`src/rtl/csr_router_pkg.sv`:
```
// Shared types and constants for the CSR access router.
// XLEN falls back to 32 when the build does not define it.
`ifndef XLEN
`define XLEN 32
`endif

package csr_router_pkg;
  localparam int CSR_ADDR_W = 12;

  localparam logic [1:0] PRIV_U = 2'd0;
  localparam logic [1:0] PRIV_S = 2'd1;
  localparam logic [1:0] PRIV_M = 2'd3;

  typedef enum logic [2:0] {
    ERR_OK       = 3'd0,
    ERR_NO_MATCH = 3'd1,
    ERR_PRIV     = 3'd2,
    ERR_RO_WRITE = 3'd3,
    ERR_TIMEOUT  = 3'd4
  } csr_err_e;

  typedef enum logic [1:0] {
    ST_IDLE   = 2'd0,
    ST_ACCESS = 2'd1,
    ST_RESP   = 2'd2
  } csr_rt_state_e;
endpackage

```
`src/rtl/csr_router_if.sv`:
```
// Bundle of the core-side request/response bus and the per-channel CSR bus.
// The slave modport is the router view; the master modport is the surrounding system.
interface csr_router_if
  import csr_router_pkg::*;
#(
  parameter int XLEN = `XLEN,
  parameter int NCH  = 4
) ();
  logic                  req_valid;
  logic                  req_ready;
  logic                  req_rd;
  logic                  req_wr;
  logic [CSR_ADDR_W-1:0] req_addr;
  logic [XLEN-1:0]       req_wdata;
  logic [1:0]            req_priv;
  logic                  rsp_valid;
  logic [XLEN-1:0]       rsp_rdata;
  logic [2:0]            rsp_err;
  logic [NCH-1:0]        ch_req;
  logic                  ch_wr;
  logic [CSR_ADDR_W-1:0] ch_addr;
  logic [XLEN-1:0]       ch_wdata;
  logic [NCH-1:0]        ch_ack;
  logic [NCH*XLEN-1:0]   ch_rdata;

  modport slave (
    input  req_valid, req_rd, req_wr, req_addr, req_wdata, req_priv, ch_ack, ch_rdata,
    output req_ready, rsp_valid, rsp_rdata, rsp_err, ch_req, ch_wr, ch_addr, ch_wdata
  );

  modport master (
    output req_valid, req_rd, req_wr, req_addr, req_wdata, req_priv, ch_ack, ch_rdata,
    input  req_ready, rsp_valid, rsp_rdata, rsp_err, ch_req, ch_wr, ch_addr, ch_wdata
  );
endinterface

```
`src/rtl/csr_router_addr_match.sv`:
```
// Combinational window decoder: every channel compares (addr & mask) against its base,
// and the lowest-indexed hit is kept so overlapping windows resolve deterministically.
module csr_addr_match
  import csr_router_pkg::*;
#(
  parameter int                          NCH     = 4,
  parameter logic [NCH*CSR_ADDR_W-1:0]   CH_BASE = '0,
  parameter logic [NCH*CSR_ADDR_W-1:0]   CH_MASK = '0
) (
  input  logic [CSR_ADDR_W-1:0] i_addr,
  output logic [NCH-1:0]        o_sel,
  output logic                  o_hit
);
  logic [NCH-1:0] w_raw;

  for (genvar gi = 0; gi < NCH; gi++) begin : g_win
    assign w_raw[gi] = ((i_addr & CH_MASK[CSR_ADDR_W*gi +: CSR_ADDR_W])
                        == CH_BASE[CSR_ADDR_W*gi +: CSR_ADDR_W]);
  end

  // Two's-complement trick isolates the lowest set bit.
  assign o_sel = w_raw & (~w_raw + NCH'(1));
  assign o_hit = |w_raw;
endmodule

```
`src/rtl/csr_router.sv`:
```
// CSR access router: decodes the address, checks privilege/read-only rules, forwards
// the access to one channel over a req/ack handshake with timeout, returns one response.
module csr_router
  import csr_router_pkg::*;
#(
  parameter int                        XLEN    = `XLEN,
  parameter int                        NCH     = 4,
  parameter logic [NCH*CSR_ADDR_W-1:0] CH_BASE = {12'h300, 12'hB00, 12'h7A0, 12'h3A0},
  parameter logic [NCH*CSR_ADDR_W-1:0] CH_MASK = {12'hF00, 12'hF00, 12'hFF0, 12'hFE0},
  parameter int                        TMO_CYC = 16
) (
  input logic       clk,
  input logic       rst,
  csr_router_if.slave bus
);
  localparam int CNT_W = (TMO_CYC > 0) ? $clog2(TMO_CYC + 1) : 1;
  localparam logic [CNT_W-1:0] TMO_LAST = (TMO_CYC > 0) ? CNT_W'(TMO_CYC - 1) : '0;

  csr_rt_state_e         r_state,     w_state_next;
  logic                  r_rsp_valid, w_rsp_valid_next;
  logic [XLEN-1:0]       r_rsp_rdata, w_rsp_rdata_next;
  csr_err_e              r_rsp_err,   w_rsp_err_next;
  logic [NCH-1:0]        r_ch_req,    w_ch_req_next;
  logic                  r_ch_wr,     w_ch_wr_next;
  logic [CSR_ADDR_W-1:0] r_ch_addr,   w_ch_addr_next;
  logic [XLEN-1:0]       r_ch_wdata,  w_ch_wdata_next;
  logic                  r_rd,        w_rd_next;
  logic [CNT_W-1:0]      r_cnt,       w_cnt_next;

  logic [NCH-1:0]  w_sel;
  logic            w_hit;
  csr_err_e        w_cap_err;
  logic            w_ack_sel;
  logic [XLEN-1:0] w_rd_terms [NCH];
  logic [XLEN-1:0] w_rd_mux;

  csr_addr_match #(
    .NCH     (NCH),
    .CH_BASE (CH_BASE),
    .CH_MASK (CH_MASK)
  ) u_match (
    .i_addr (bus.req_addr),
    .o_sel  (w_sel),
    .o_hit  (w_hit)
  );

  // r_ch_req doubles as the latched one-hot channel select while in ACCESS.
  for (genvar gi = 0; gi < NCH; gi++) begin : g_rd
    assign w_rd_terms[gi] = r_ch_req[gi] ? bus.ch_rdata[XLEN*gi +: XLEN] : '0;
  end

  always_comb begin
    w_rd_mux = '0;
    for (int i = 0; i < NCH; i++) begin
      w_rd_mux = w_rd_mux | w_rd_terms[i];
    end
  end

  assign w_ack_sel = |(bus.ch_ack & r_ch_req);

  always_comb begin
    w_cap_err = ERR_OK;
    if (bus.req_addr[9:8] > bus.req_priv) begin
      w_cap_err = ERR_PRIV;
    end else if (bus.req_wr && (bus.req_addr[11:10] == 2'b11)) begin
      w_cap_err = ERR_RO_WRITE;
    end else if (!w_hit) begin
      w_cap_err = ERR_NO_MATCH;
    end
  end

  always_comb begin
    w_state_next     = r_state;
    w_rsp_valid_next = 1'b0;
    w_rsp_rdata_next = r_rsp_rdata;
    w_rsp_err_next   = r_rsp_err;
    w_ch_req_next    = r_ch_req;
    w_ch_wr_next     = r_ch_wr;
    w_ch_addr_next   = r_ch_addr;
    w_ch_wdata_next  = r_ch_wdata;
    w_rd_next        = r_rd;
    w_cnt_next       = r_cnt;
    unique case (r_state)
      ST_IDLE: begin
        if (bus.req_valid && (bus.req_rd || bus.req_wr)) begin
          w_ch_addr_next  = bus.req_addr;
          w_ch_wdata_next = bus.req_wdata;
          w_rd_next       = bus.req_rd;
          w_ch_wr_next    = bus.req_wr;
          if (w_cap_err != ERR_OK) begin
            w_rsp_valid_next = 1'b1;
            w_rsp_rdata_next = '0;
            w_rsp_err_next   = w_cap_err;
            w_state_next     = ST_RESP;
          end else begin
            w_ch_req_next = w_sel;
            w_cnt_next    = '0;
            w_state_next  = ST_ACCESS;
          end
        end
      end
      ST_ACCESS: begin
        // Ack is tested first so an ack on the final timeout cycle still completes.
        if (w_ack_sel) begin
          w_rsp_valid_next = 1'b1;
          w_rsp_rdata_next = r_rd ? w_rd_mux : '0;
          w_rsp_err_next   = ERR_OK;
          w_ch_req_next    = '0;
          w_state_next     = ST_RESP;
        end else if ((TMO_CYC != 0) && (r_cnt == TMO_LAST)) begin
          w_rsp_valid_next = 1'b1;
          w_rsp_rdata_next = '0;
          w_rsp_err_next   = ERR_TIMEOUT;
          w_ch_req_next    = '0;
          w_state_next     = ST_RESP;
        end else begin
          w_cnt_next = r_cnt + CNT_W'(1);
        end
      end
      ST_RESP: begin
        w_state_next = ST_IDLE;
      end
      default: begin
        w_state_next = ST_IDLE;
      end
    endcase
  end

  always_ff @(posedge clk) begin
    if (rst) begin
      r_state     <= ST_IDLE;
      r_rsp_valid <= 1'b0;
      r_rsp_rdata <= '0;
      r_rsp_err   <= ERR_OK;
      r_ch_req    <= '0;
      r_ch_wr     <= 1'b0;
      r_ch_addr   <= '0;
      r_ch_wdata  <= '0;
      r_rd        <= 1'b0;
      r_cnt       <= '0;
    end else begin
      r_state     <= w_state_next;
      r_rsp_valid <= w_rsp_valid_next;
      r_rsp_rdata <= w_rsp_rdata_next;
      r_rsp_err   <= w_rsp_err_next;
      r_ch_req    <= w_ch_req_next;
      r_ch_wr     <= w_ch_wr_next;
      r_ch_addr   <= w_ch_addr_next;
      r_ch_wdata  <= w_ch_wdata_next;
      r_rd        <= w_rd_next;
      r_cnt       <= w_cnt_next;
    end
  end

  assign bus.req_ready = (r_state == ST_IDLE);
  assign bus.rsp_valid = r_rsp_valid;
  assign bus.rsp_rdata = r_rsp_rdata;
  assign bus.rsp_err   = r_rsp_err;
  assign bus.ch_req    = r_ch_req;
  assign bus.ch_wr     = r_ch_wr;
  assign bus.ch_addr   = r_ch_addr;
  assign bus.ch_wdata  = r_ch_wdata;
endmodule

```
`src/flat_wrapper.sv`:
```
// flat-port wrapper written by rule: the top's interface ports become plain ports
module csr_router_flat import csr_router_pkg::*;
#(
  parameter int                        XLEN    = `XLEN,
  parameter int                        NCH     = 4,
  parameter logic [NCH*CSR_ADDR_W-1:0] CH_BASE = {12'h300, 12'hB00, 12'h7A0, 12'h3A0},
  parameter logic [NCH*CSR_ADDR_W-1:0] CH_MASK = {12'hF00, 12'hF00, 12'hFF0, 12'hFE0},
  parameter int                        TMO_CYC = 16
)
  (clk, rst, bus_req_valid, bus_req_rd, bus_req_wr, bus_req_addr, bus_req_wdata, bus_req_priv, bus_ch_ack, bus_ch_rdata, bus_req_ready, bus_rsp_valid, bus_rsp_rdata, bus_rsp_err, bus_ch_req, bus_ch_wr, bus_ch_addr, bus_ch_wdata);
  csr_router_if #(.XLEN(XLEN), .NCH(NCH)) bus_i ();
  input logic clk;
  input logic rst;
  input wire logic [$bits(bus_i.req_valid)-1:0] bus_req_valid;
  input wire logic [$bits(bus_i.req_rd)-1:0] bus_req_rd;
  input wire logic [$bits(bus_i.req_wr)-1:0] bus_req_wr;
  input wire logic [$bits(bus_i.req_addr)-1:0] bus_req_addr;
  input wire logic [$bits(bus_i.req_wdata)-1:0] bus_req_wdata;
  input wire logic [$bits(bus_i.req_priv)-1:0] bus_req_priv;
  input wire logic [$bits(bus_i.ch_ack)-1:0] bus_ch_ack;
  input wire logic [$bits(bus_i.ch_rdata)-1:0] bus_ch_rdata;
  output wire logic [$bits(bus_i.req_ready)-1:0] bus_req_ready;
  output wire logic [$bits(bus_i.rsp_valid)-1:0] bus_rsp_valid;
  output wire logic [$bits(bus_i.rsp_rdata)-1:0] bus_rsp_rdata;
  output wire logic [$bits(bus_i.rsp_err)-1:0] bus_rsp_err;
  output wire logic [$bits(bus_i.ch_req)-1:0] bus_ch_req;
  output wire logic [$bits(bus_i.ch_wr)-1:0] bus_ch_wr;
  output wire logic [$bits(bus_i.ch_addr)-1:0] bus_ch_addr;
  output wire logic [$bits(bus_i.ch_wdata)-1:0] bus_ch_wdata;
  assign bus_i.req_valid = bus_req_valid;
  assign bus_i.req_rd = bus_req_rd;
  assign bus_i.req_wr = bus_req_wr;
  assign bus_i.req_addr = bus_req_addr;
  assign bus_i.req_wdata = bus_req_wdata;
  assign bus_i.req_priv = bus_req_priv;
  assign bus_i.ch_ack = bus_ch_ack;
  assign bus_i.ch_rdata = bus_ch_rdata;
  assign bus_req_ready = bus_i.req_ready;
  assign bus_rsp_valid = bus_i.rsp_valid;
  assign bus_rsp_rdata = bus_i.rsp_rdata;
  assign bus_rsp_err = bus_i.rsp_err;
  assign bus_ch_req = bus_i.ch_req;
  assign bus_ch_wr = bus_i.ch_wr;
  assign bus_ch_addr = bus_i.ch_addr;
  assign bus_ch_wdata = bus_i.ch_wdata;
  csr_router #(.XLEN(XLEN), .NCH(NCH), .CH_BASE(CH_BASE), .CH_MASK(CH_MASK), .TMO_CYC(TMO_CYC)) u_core (.clk(clk), .rst(rst), .bus(bus_i));
endmodule
```
`config.mk`:
```
export PLATFORM = sky130hd
export DESIGN_NAME = csr_router_flat
export DESIGN_NICKNAME = d
export VERILOG_FILES = /design/src/rtl/csr_router_pkg.sv /design/src/rtl/csr_router_if.sv /design/src/rtl/csr_router_addr_match.sv /design/src/rtl/csr_router.sv /design/src/flat_wrapper.sv
export SDC_FILE = /design/constraint.sdc
export NUM_CORES = 1
export LEC_CHECK = 0
export ABC_AREA = 1
export CORE_MARGIN = 1.5
export CORE_UTILIZATION = 38
export DETAILED_ROUTE_END_ITERATION = 6
export PLACE_DENSITY = 0.77
export SLEW_MARGIN = 40
export SYNTH_ARGS = -nofsm -noshare
export SYNTH_HDL_FRONTEND = slang
export SYNTH_SLANG_ARGS = --single-unit
```
`constraint.sdc`:
```
create_clock -name clk -period 2.41 [get_ports clk]
set_input_delay 0.482 -clock clk [delete_from_list [all_inputs] [get_ports clk]]
set_output_delay 0.482 -clock clk [all_outputs]
set_load 0.03 [all_outputs]
```
# Word-level counts from Yosys, hierarchy flattened
# Index checks and enable logic that the tools add are counted.
# W data, S select, Z words.
[op_classes] addsub=2 order_cmp=1 n_eq_ne=13 mux=38 bitwise_logic=6 reduce_logical=13
[op_table] operator="$mux W32" n=9
[op_table] operator="$or A32 B32 Y32" n=3
[op_table] operator="$pmux W32 S2" n=1
[op_table] operator="$mux W5" n=4
[op_table] operator="$mux W3" n=6
[op_table] operator="$mux W4" n=4
[op_table] operator="$pmux W5 S2" n=1
[op_table] operator="$and A4 B4 Y4" n=2
[op_table] operator="$eq A8 B7 Y1 const B" n=1
[op_table] operator="$mux W2" n=4
[op_table] operator="$pmux W4 S2" n=1
[op_table] operator="$reduce_and A4 Y1" n=2
[op_table] operator="$reduce_or A4 Y1" n=2
[op_table] operator="$eq A7 B5 Y1 const B" n=1
[op_table] operator="$ne A2 B2 Y1 const B" n=3
[op_table] operator="$pmux W3 S2" n=1
[op_table] operator="$add A5 B1 Y5 const B" n=1
[op_table] operator="$eq A5 B4 Y1 const B" n=1
[op_table] operator="$mux W1" n=5
[op_table] operator="$reduce_and A5 Y1" n=1
[op_table] operator="$add A4 B1 Y4 const B" n=1
[op_table] operator="$eq A4 B2 Y1 const B" n=1
[op_table] operator="$eq A4 B4 Y1 const B" n=1
[op_table] operator="$ne A2 B1 Y1 const B" n=2
[op_table] operator="other kinds (13)" n=15
[word_totals] reg_bits=93 inputBits=183 elab_cells=83

# Logic depth before layout (Yosys ltp)
# Gate-level depths: netlist of the first run.
[depth] depth_word=9 depth_mapped=13 ltp_nobuf=12

# By module
# Synthesis of the first run repeated with hierarchy kept, for this count alone.
[hier_totals] cells_unflattened=703 area_unflattened_um2=4660.7
[by_module_without_submodules] mod="csr_router" n_inst=1 cells_per_inst=679 area_per_inst_um2=4560.6 seq_area_each_um2=1861.8
[by_module_without_submodules] mod="csr_addr_match" n_inst=1 cells_per_inst=24 area_per_inst_um2=100.1 seq_area_each_um2=0.0

# Worst setup path before layout of the first run
# OpenSTA, ideal clock, no wires.
[synth_timing] path_type="input-to-reg" from="input bus_req_priv[1]" to="register u_core.r_rsp_rdata[15] (netlist: u_core.bus.rsp_rdata[15])" setup_time_ns=0.071 t_arrival_ns=1.763 slack_ns=0.576 path_stages=10 path_buffers=1 cell_sequence="inv_1 -> ha_1 -> inv_1 -> o21bai_1 -> a21oi_1 -> nand3_2 -> nand2_8 -> buf_12 -> nand2_2 -> a21oi_2"
[synth_via] elab_chain_len=5
[synth_lines] element="start: declaration" line_no="flat_wrapper.sv:19" rtl="input wire logic [$bits(bus_i.req_priv)-1:0] bus_req_priv;"
[synth_lines] element="$gt A2 B2 Y1" line_no="csr_router.sv:63" rtl="if (bus.req_addr[9:8] > bus.req_priv) begin"
[synth_lines] element="$mux W3" line_no="csr_router.sv:63"
[synth_lines] element="$reduce_bool A3 Y1" line_no="csr_router.sv:90" rtl="if (w_cap_err != ERR_OK) begin"
[synth_lines] element="$ne A2 B1 Y1 (no line)"
[synth_lines] element="$reduce_and A4 Y1 (no line)"
[synth_lines] element="end signal: assignment" line_no="csr_router.sv:144" rtl="r_rsp_rdata <= w_rsp_rdata_next;"
[synth_lines] element="end: declaration" line_no="csr_router.sv:21" rtl="logic [XLEN-1:0] r_rsp_rdata, w_rsp_rdata_next;"
# No other way between the ends.
# A chain may end at the register's enable or synchronous reset.

# Final worst setup path of the first run
[layout_timing] from="register u_core.r_state[1]" to="output bus_req_ready"
[layout_via] elab_chain_len=1
[layout_lines] element="start: declaration" line_no="csr_router.sv:19" rtl="csr_rt_state_e r_state, w_state_next;"
[layout_lines] element="start signal: assignment" line_no="csr_router.sv:142" rtl="r_state <= w_state_next;"
[layout_lines] element="$logic_not A2 Y1" line_no="csr_router.sv:155" rtl="assign bus.req_ready = (r_state == ST_IDLE);"
[layout_lines] element="end: declaration" line_no="flat_wrapper.sv:22" rtl="output wire logic [$bits(bus_i.req_ready)-1:0] bus_req_ready;"
# No other way between the ends.

==> results by group, run 1 <==
Synth
  – Ys Warns: 0
  – Syn nets: 841
  – Synth Cell Area: 0.00463 mm2
  – Unique masters post-synth: 27
  – Yosys reg bits: between 90 and 100
  – Cell count after synthesis: about 650
  – Avg Inst Size Synth: 7.08 um2
  – Main flop type after synthesis: dfxtp_1
  – Seq/Total Area, Yosys: 40.2%
  – Async SR Flop Fraction: 0%
  – Post-synth EDFFs: 0

Setup path
  – Reg2Reg Depth: 12
  – Crit path arrival time: 1620 ps
  – Worst path max stage delay: roughly 740 ps
  – Critical Path RT: just under 2000 ps
  – Reg2reg start: u_core.r_cnt[0]
  – FF-to-FF End: u_core.bus.rsp_rdata[10]
  – Critical-path top delay cell: clkdlybuf4s50_1
  – CP Cell Sequence: nor2_2 -> clkdlybuf4s50_1
  – Worst setup EP type: primary output
  – R2R Setup Slk: between 600 and 700 ps
  – Crit Path Category: reg2out
  – Critical Path Fanout Max: 3
  – CP Launch Type: register

Detailed routing
  – Total number of vias: 5112
  – Final WL: approximately 15000 um
  – Starting DRT DRC Count: around 330
  – Number of nets with antenna violations after routing: 0
  – Drt pass-1 iters: 5
  – Via density: 4.81
  – Residual DRC: 0
  – Routed len/inst: 14.3 um

Place
  – Post-DP HPWL: around 11000 um
  – GP Congestion: 0.813
  – Port Buf Inserts: 268

Timing
  – Crit share post-route: slightly below 90%
  – Setup_tns: 0 ps
  – Crit path time final: 2100 ps
  – Pins over their slew limit: 0
  – Final hold viol count: 0
  – Slew headroom: 54.8%
  – Clk_skew: 7.82 ps
  – RSZ-0062 raised after global routing: false
  – Final Setup Violations: 0
  – FMAX: between 400 and 500 MHz
  – Tightest Pin Transition: 674 ps

Layout
  – N_diodes: 0
  – Final #Nets: around 1100
  – Layout cells sized above 1: 13.0%
  – Final core occ: 64.9%
  – Area Growth Syn to Fin: 67.6%

Worst hold path
  – Hold Path Origin: u_core.bus.rsp_rdata[20]
  – Hold Path End: u_core.bus.rsp_rdata[20]
  – Hold path cells: 2
  – Worst hold-check path type: reg2reg

Floorplan
  – Ports: 269
  – Core Rows: 40
  – Die Y: 113 um
  – Die X: 113 um
  – Core area: around 0.012 mm2
  – Die ar.: 0.0129 mm2
  – Initial Util: 38.7%

GRT
  – Initial antenna violation count: 0
  – Global-route wire length before repair: 23600 um
  – Vias in the first global route: 4849
  – Total gr overflow: 0
  – Total GRT Usage: 22.9%
  – Pin count of the biggest net entering global routing: 42

Job
  – Max_cap viols: 0

CTS
  – Skew-Pair Late Insertion Delay: 340 ps
  – # Post-CTS Setup Buffers: 0
  – Quantity of hold-fixing buffers added after cts: 0
  – Sink Count: 93
  – Clock transition at the registers of the reported paths: 60 ps
  – CTS tree: done
  – # resized after CTS: 0
  – H-tree levels: 3
  – Inserted Clock Buffers: 9
  – Root Driver: clkbuf_16
  – Deepest clock path buffer count: 2

Pwr
  – Leak: 3.00 nW
  – Max IR drop VDD: 0.000362 V
  – PwrDens: 539 mW/mm2

Status
  – Status: complete, no violations
cell type report:
| class | instances | area, um2 |
|---|---|---|
| clock buffer | 12 | 256 |
| clock inverter | 4 | 31.3 |
| fill | 1054 | 4200 |
| inverter | 20 | 77.6 |
| multi-input combinational | 495 | 2450 |
| sequential | 93 | 1860 |
| tap | 147 | 184 |
| timing repair buffer | 291 | 2900 |
worst max path at each step:
stage	depth (start not counted)	start	slack, ps	end
after detailed placement	11	bus_req_priv[1]	2	u_core.bus.rsp_rdata[8]
after floorplan	10	bus_req_priv[1]	580	u_core.bus.rsp_rdata[15]
after global routing	11	bus_req_priv[1]	230	u_core.bus.rsp_rdata[10]
after CTS	2	u_core.r_state[1]	300	bus_req_ready
final	2	u_core.r_state[1]	310	bus_req_ready
after global placement	11	bus_req_priv[1]	40	u_core.bus.rsp_rdata[10]
per-layer routing:
metal | up-vias | share of wire (%) | global-route usage, %
li1 | 2650 | - | -
met1 | 2312 | 43 | 28.1
met2 | 128 | 50 | 39.7
met3 | 22 | 4.6 | 4.46
met4 | 0 | 2.0 | 8.67
met5 | - | 0 | 0
state kept, by name, summed over array words and instances (netlist names):
| signal | flops |
|---|---|
| u_core.bus.rsp_rdata | 32 |
| u_core.bus.ch_req | 4 |
| u_core.bus.ch_addr | 12 |
| u_core.bus.rsp_valid | 1 |
| u_core.r_state | 2 |
| u_core.bus.ch_wdata | 32 |
| u_core.bus.ch_wr | 1 |
| u_core.r_cnt | 5 |
| u_core.bus.rsp_err | 3 |
| u_core.r_rd | 1 |
critical path: cells and delay by family, from the launching register on:
| kind | cells | cell delay [ps] |
|---|---|---|
| buffers and inverters | 1 | 740 |
| flip-flops | 1 | 350 |
| AND/OR/NAND/NOR | 1 | 190 |
logic make-up after synthesis:
group,synth area share [%]
compound gates,16.0
fa+ha+maj,1.08
buf+inv,6.94
flops,40.2
simple gates,35.8
cells in the mapped netlist (3+ instances only):
cell type    n  area share, %
dfxtp_1     93             40
o21ai_0     47            5.1
clkbuf_1    27            2.2
o211ai_1     9            1.5
nor2_4       3           0.73
nor2_1     106            8.6
nand3_1     34            3.7
nand4_1     26            3.5
buf_12       3            1.3
inv_2        6           0.49
buf_1        3           0.24
buf_2       12            1.3
a21oi_2     28            5.3
ha_1         4            1.1
a22o_1       9            1.7
a21oi_1     21            2.3
nor2_2       4           0.54
nand2_2     31            4.2
inv_1       12           0.97
nand2_1    168             14
placed cells by master, fill, tap and decap left out:
cell type and count:
buf_4 22, a21oi_1 21, clkbuf_8 2, clkbuf_16 9, ha_1 4, clkdlybuf4s50_1 263, nand2_2 31, clkinvlp_4 3
buf_2 1, o21ai_0 47, nand2_8 1, inv_6 1, clkbuf_1 1, clkinv_1 1, a21oi_2 28, nor2_1 106
o211ai_1 9, dfxtp_1 93, nor2_4 3, nand4_1 26, inv_1 12, a22o_1 9, inv_2 6, buf_12 5
o21bai_1 1, nand3_1 34, nor3_1 1, nand2_1 168, inv_4 1, nand3_2 2, nor2_2 4
power breakdown:
part / total, W / switching, W / internal, W / leakage, nW
Sequential: 0.00167 / 0.0000452 / 0.00163 / 0.761
Clock: 0.00135 / 0.000595 / 0.000760 / 0.131
Combinational: 0.00116 / 0.000588 / 0.000569 / 2.11
Total: 0.00419 / 0.00123 / 0.00296 / 3.00
metrics by stage:
step,instances,total power (W),setup WS (ps),instance area (um2),hold slack (ps)
2_1_floorplan,654,0.00228,576,4630,474
3_3_place_gp,1046,0.00286,36.3,7470,446
3_5_place_dp,1046,0.00287,1.98,7470,451
4_1_cts,1062,0.00423,301,7760,463
5_1_grt,1062,0.00438,233,7760,475
6_report,1062,0.00419,313,7760,460
Power figures use the tool's default switching activity.
==> run 2, diff against run 1 <==
Settings changed: MAX_ROUTING_LAYER from default to met4.
==> run 2 against run 1 <==
  * Combinational power about the same
  * Die area stayed put
  * Largest cell class unchanged
  * Via count is 0.16% higher
  * Cell area unchanged
  * Power is essentially flat
  * Worst setup slack better by 5.7 ps
  * Sequential power barely moved
  * Clock skew up 1.1 ps
  * Flip-flop and latch count stayed put
  * Utilization did not move
  * Global-route usage rose by 0.72 points
  * Cell count did not move
==> results by group, run 2 (synthesized netlist as in run 1, its figures left out) <==
Pwr
  – Clock share of power: 32.4% (about the same)
  – Leak: 3.00 nW (unchanged)
  – Switch Pwr: 0.00123 W (about the same)
  – Comb power frac: 27.6% (about the same)
  – Internal: 0.00296 W (about the same)
  – Sequential share of power: 40.0% (about the same)
  – PwrDens: 539 mW/mm2 (about the same)
  – Max IR drop VDD: 0.000362 V (-0.18%)
  – Switching Fraction: 29.3% (about the same)

Layout
  – Post-route insts no fill: 1062 (unchanged)
  – Area Growth Syn to Fin: 67.6% (unchanged)
  – Commonest non-fill, non-tap cell in the layout: clkdlybuf4s50_1
  – N_diodes: 0 (unchanged)
  – Most frequent cells in the layout: clkdlybuf4s50_1, nand2_1, nor2_1, dfxtp_1, o21ai_0
  – Layout cells sized above 1: 13.0% (unchanged)
  – Post-route design area: 0.00776 mm2 (unchanged)
  – Final #Nets: 1097 (unchanged)
  – # fillers: 1054 (unchanged)

Place
  – Post-DP HPWL: 11300 um (unchanged)
  – Port Buf Inserts: 268 (unchanged)
  – Placed instance count: 1046 (unchanged)
  – GP Congestion: 0.825 (+1.5%)
  – Placed cell area: 0.00747 mm2 (unchanged)

Floorplan
  – Core Rows: 40 (unchanged)
  – Core area: 0.0120 mm2 (unchanged)
  – Die X: 113 um (unchanged)
  – Die ar.: 0.0129 mm2 (unchanged)
  – Die Y: 113 um (unchanged)
  – Ports: 269 (unchanged)
  – Initial Util: 38.7% (unchanged)

GRT
  – Total GRT Usage: 23.6% (+0.72 points)
  – Pin count of the biggest net entering global routing: 42 (unchanged)
  – Initial antenna violation count: 0 (unchanged)
  – Global-route wire length before repair: 23500 um (-0.17%)
  – Vias in the first global route: 4864 (+0.31%)
  – Total gr overflow: 0 (unchanged)

Timing
  – FMAX: 478 MHz (+0.27%)
  – Tightest Pin Transition: 698 ps (+23.7 ps)
  – Slew headroom: 53.2% (-1.6 points)
  – Final hold viol count: 0 (unchanged)
  – Pins over their slew limit: 0 (unchanged)
  – Clk_skew: 8.92 ps (+1.10 ps)
  – Setup_tns: 0 ps (unchanged)
  – Final Setup Violations: 0 (unchanged)
  – RSZ-0062 raised after global routing: false
  – Crit share post-route: 86.8% (-0.24 points)
  – Crit path time final: 2090 ps (-5.67 ps)

CTS
  – H-tree levels: 3 (unchanged)
  – Quantity of hold-fixing buffers added after cts: 0 (unchanged)
  – CTS tree: done
  – Sink Count: 93 (unchanged)
  – Skew-Pair Late Insertion Delay: 340 ps (about the same)
  – # Post-CTS Setup Buffers: 0 (unchanged)
  – Root Driver: clkbuf_16
  – Clock transition at the registers of the reported paths: 60 ps (about the same)
  – Deepest clock path buffer count: 2 (unchanged)
  – # resized after CTS: 0 (unchanged)
  – Inserted Clock Buffers: 9 (unchanged)

Worst hold path
  – Worst hold-check path type: reg2reg

Detailed routing
  – Total number of vias: 5120 (+0.16%)
  – Number of nets with antenna violations after routing: 0 (unchanged)
  – Routed len/inst: 14.3 um (about the same)
  – Starting DRT DRC Count: 331 (+1.8%)
  – Drt pass-1 iters: 4 (-1)
  – Via density: 4.82 (+0.16%)
  – Residual DRC: 0 (unchanged)
  – Final WL: 15100 um (about the same)

Setup path
  – CP Cell Sequence: nor2_2 -> clkdlybuf4s50_1
  – Critical Path RT: 1930 ps (about the same)
  – Crit Path Category: reg2out
  – Critical-path top delay cell: clkdlybuf4s50_1
  – Critical Path Fanout Max: 3 (unchanged)
  – Crit path arrival time: 1610 ps (about the same)
  – Worst path max stage delay: 740 ps (about the same)
  – CP bufs+invs: 1 (unchanged)
  – CP Launch Type: register
  – Worst setup EP type: primary output
  – Family with the most delay on the worst path: buffers and inverters

Job
  – Max_cap viols: 0 (unchanged)

Status
  – Status: complete, no violations
## run 2: path summary, 6_finish.rpt
kind | startpoint | end | slack, ps | cells after the start
max | u_core.r_state[1] | bus_req_ready | 320 | 2
min | u_core.bus.rsp_rdata[20] | u_core.bus.rsp_rdata[20] | 460 | 2
max reg2reg | u_core.r_cnt[0] | u_core.bus.rsp_rdata[10] | 640 | 12
min reg2reg | u_core.bus.rsp_rdata[20] | u_core.bus.rsp_rdata[20] | 460 | 2
## run 2: layout make-up
cell class                 instances  area (um2)  area share (%)
sequential                        93        1860            24.0
clock inverter                     4        31.3           0.403
multi-input combinational        495        2450            31.5
clock buffer                      12         256            3.30
inverter                          20        77.6           0.999
timing repair buffer             291        2900            37.4
tap                              147         184            2.37
## run 2: through the flow
stage               hold slack [ps]  util (%)  power, W  setup WS (ps)
floorplan                       474         -   0.00228            576
global placement                446      62.5   0.00286           36.3
detailed placement              451      62.5   0.00287           1.98
CTS                             463      64.9   0.00423            301
global route                    475      64.9   0.00438            235
finish                          459      64.9   0.00419            318
## run 2: power by group through the flow
| stage | registers [W] | logic (W) | clock network, W |
|---|---|---|---|
| 5_1_grt | 0.00169 | 0.00125 | 0.00145 |
| 2_1_floorplan | 0.00187 | 0.000415 | 0 |
| 3_5_place_dp | 0.00171 | 0.00116 | 0 |
| 6_report | 0.00167 | 0.00116 | 0.00135 |
| 4_1_cts | 0.00167 | 0.00117 | 0.00139 |
| 3_3_place_gp | 0.00171 | 0.00116 | 0 |
## run 2: metal layers
| metal | share of wire, % | global-route usage [%] |
|---|---|---|
| met5 | 0 | - |
| met4 | 1.9 | 8.42 |
| met3 | 4.2 | 4.14 |
| met2 | 50 | 40.0 |
| met1 | 44 | 28.3 |
## run 2: worst reg2reg max path: stages (launching register included)
cell and delay, ps:
dfxtp_1 390, ha_1 200, nand2_1 60, nor2_1 90, ha_1 200, nor2_4 50, nand2_2 60, nand2_1 60
inv_2 140, nand2_8 100, buf_12 160, nand2_1 60, a21oi_1 50
==> run 3, diff against run 2 <==
Settings changed: PLACE_DENSITY 0.77 to 0.84.
==> run 3 against run 2 <==
  * Sequential share of layout area grew 0.058 points
  * Non-clock buffer count shrank 7
  * Maximum frequency shrank 3.6%
  * Critical endpoint is now u_core.bus.rsp_rdata[11]
==> results by group, run 3 (synthesized netlist as in run 1, its figures left out) <==
Status
  – Status: complete, no violations

Timing
  – FMAX: 461 MHz (-3.6%)
  – Final Setup Violations: 0 (unchanged)
  – RSZ-0062 raised after global routing: false
  – Slew headroom: 59.3% (+6.2 points)
  – Crit path time final: 2170 ps (+78.4 ps)
  – Crit share post-route: 90.0% (+3.3 points)
  – Final hold viol count: 0 (unchanged)
  – Min Hold Slack: 464 ps (+4.45 ps)
  – Pins over their slew limit: 0 (unchanged)
  – Tightest Pin Transition: 610 ps (-88.1 ps)
  – Clk_skew: 7.91 ps (-1.02 ps)

CTS
  – Deepest clock path buffer count: 2 (unchanged)
  – Inserted Clock Buffers: 9 (unchanged)
  – Sink Count: 93 (unchanged)
  – Quantity of hold-fixing buffers added after cts: 0 (unchanged)
  – H-tree levels: 3 (unchanged)
  – CTS tree: done
  – Clock transition at the registers of the reported paths: 70 ps (about the same)
  – Root Driver: clkbuf_16
  – Skew-Pair Late Insertion Delay: 330 ps (about the same)
  – # Post-CTS Setup Buffers: 0 (unchanged)
  – # resized after CTS: 0 (unchanged)

Layout
  – N_diodes: 0 (unchanged)
  – Post-route insts no fill: 1055 (-0.66%)
  – Post-route design area: 0.00774 mm2 (-0.24%)
  – Final #Nets: 1090 (-0.64%)
  – Area taken by multi-input logic gates: 0.00245 mm2 (unchanged)
  – # fillers: 1040 (-1.3%)
  – Most frequent cells in the layout: clkdlybuf4s50_1, nand2_1, nor2_1, dfxtp_1, o21ai_0
  – Commonest non-fill, non-tap cell in the layout: clkdlybuf4s50_1
  – Register area: 0.00186 mm2 (unchanged)
  – Final core occ: 64.7% (-0.16 points)
  – Area Growth Syn to Fin: 67.2%
  – Layout cells sized above 1: 12.4% (-0.56 points)

Setup path
  – Critical-path top delay cell: clkdlybuf4s50_1
  – CP Launch Type: input port
  – Worst setup EP type: register
  – Crit Path Category: in2reg
  – R2R Setup Slk: 480 ps (-160 ps)
  – Worst path max stage delay: 450 ps (-290 ps)
  – Critical Path Fanout Max: 35 (+32)
  – Crit path arrival time: 2420 ps (+810 ps)
  – Critical Path RT: 2660 ps (+730 ps)
  – Family with the most delay on the worst path: simple AND/OR/NAND/NOR gates
  – CP Cell Sequence: clkdlybuf4s50_1 -> inv_1 -> ha_1 -> inv_1 -> o21bai_1 -> a21oi_1 -> nand3_2 -> nand2_8 -> nand2_1 -> a21oi_1
  – CP bufs+invs: 3 (+2)

Pwr
  – Final total power: 0.00445 W (+6.4%)
  – Leak: 2.99 nW (-0.29%)
  – PwrDens: 575 mW/mm2 (+6.6%)
  – Max IR drop VDD: 0.000356 V (-1.6%)

GRT
  – Vias in the first global route: 4958 (+1.9%)
  – Total gr overflow: 0 (unchanged)
  – Pin count of the biggest net entering global routing: 52 (+24%)
  – Initial antenna violation count: 0 (unchanged)
  – Total GRT Usage: 23.8% (+0.18 points)
  – Global-route wire length before repair: 24000 um (+2.0%)

Detailed routing
  – Final WL: 15100 um (-0.16%)
  – Routed len/inst: 14.3 um (+0.50%)
  – Number of nets with antenna violations after routing: 0 (unchanged)
  – Drt pass-1 iters: 4 (unchanged)
  – Residual DRC: 0 (unchanged)
  – Starting DRT DRC Count: 361 (+9.1%)
  – Total number of vias: 5159 (+0.76%)
  – Via density: 4.89 (+1.4%)

Place
  – Placed instance count: 1039 (-0.67%)
  – GP Congestion: 0.845 (+2.4%)
  – Post-DP HPWL: 11000 um (-2.8%)
  – Port Buf Inserts: 268 (unchanged)
  – Placed cell area: 0.00738 mm2 (-1.2%)

Floorplan
  – Initial Util: 38.7% (unchanged)
  – Die Y: 113 um (unchanged)
  – Ports: 269 (unchanged)
  – Die X: 113 um (unchanged)
  – Die ar.: 0.0129 mm2 (unchanged)
  – Core Rows: 40 (unchanged)
  – Core area: 0.0120 mm2 (unchanged)

Worst hold path
  – Worst hold-check path type: reg2reg

Job
  – Max_cap viols: 0 (unchanged)
[run 3: cell types whose count changed in the layout (fill, tap and decap cells not counted), sizes merged]
| cell | before | now |
|---|---|---|
| clkinv | 1 | 2 |
| clkbuf | 12 | 11 |
| clkinvlp | 3 | 1 |
| bufinv | 0 | 3 |
| buf | 28 | 21 |
| inv | 20 | 19 |
[run 3: worst paths after layout]
kind | start | endpoint | depth (start not counted)
setup / recovery | bus_req_priv[1] | u_core.bus.rsp_rdata[11] | 10
hold / removal | u_core.bus.rsp_rdata[28] | u_core.bus.rsp_rdata[28] | 2
setup reg to reg | u_core.r_cnt[0] | u_core.bus.rsp_rdata[11] | 11
hold reg to reg | u_core.bus.rsp_rdata[28] | u_core.bus.rsp_rdata[28] | 2
[run 3: power by group]
group | leakage, nW | internal, W | total, W | switching (W)
registers | 0.761 | 0.00163 | 0.00168 | 0.0000466
logic | 2.06 | 0.000539 | 0.00112 | 0.000582
clock network | 0.172 | 0.00107 | 0.00166 | 0.000583
[run 3: cell type report]
type                       count  area share (%)
clock buffer                  11            3.26
clock inverter                 5            1.37
inverter                      20            1.00
multi-input combinational    495            31.6
sequential                    93            24.0
tap                          147            2.38
timing repair buffer         284            36.3
[run 3: worst register-to-register path, cell delays in order (launching register included)]
cell,delay [ps]
dfxtp_1,390
ha_1,210
nand2_1,60
nor2_1,90
ha_1,190
nor2_4,50
nand2_2,60
nand2_1,60
inv_2,210
nand2_8,240
nand2_1,160
a21oi_1,70
[run 3: stage by stage]
step	worst slack (ps)	setup TNS, ps
4_1_cts	277	0
2_1_floorplan	576	0
3_3_place_gp	-2.23	-8.15
5_1_grt	99.7	0
3_5_place_dp	-72.4	-1250
6_report	240	0
[run 3: per-layer routing]
layer	track usage (%)	wire length, um
met1	28.8	6570
met2	40.5	7610
met3	3.72	529
met4	8.00	400
met5	-	0
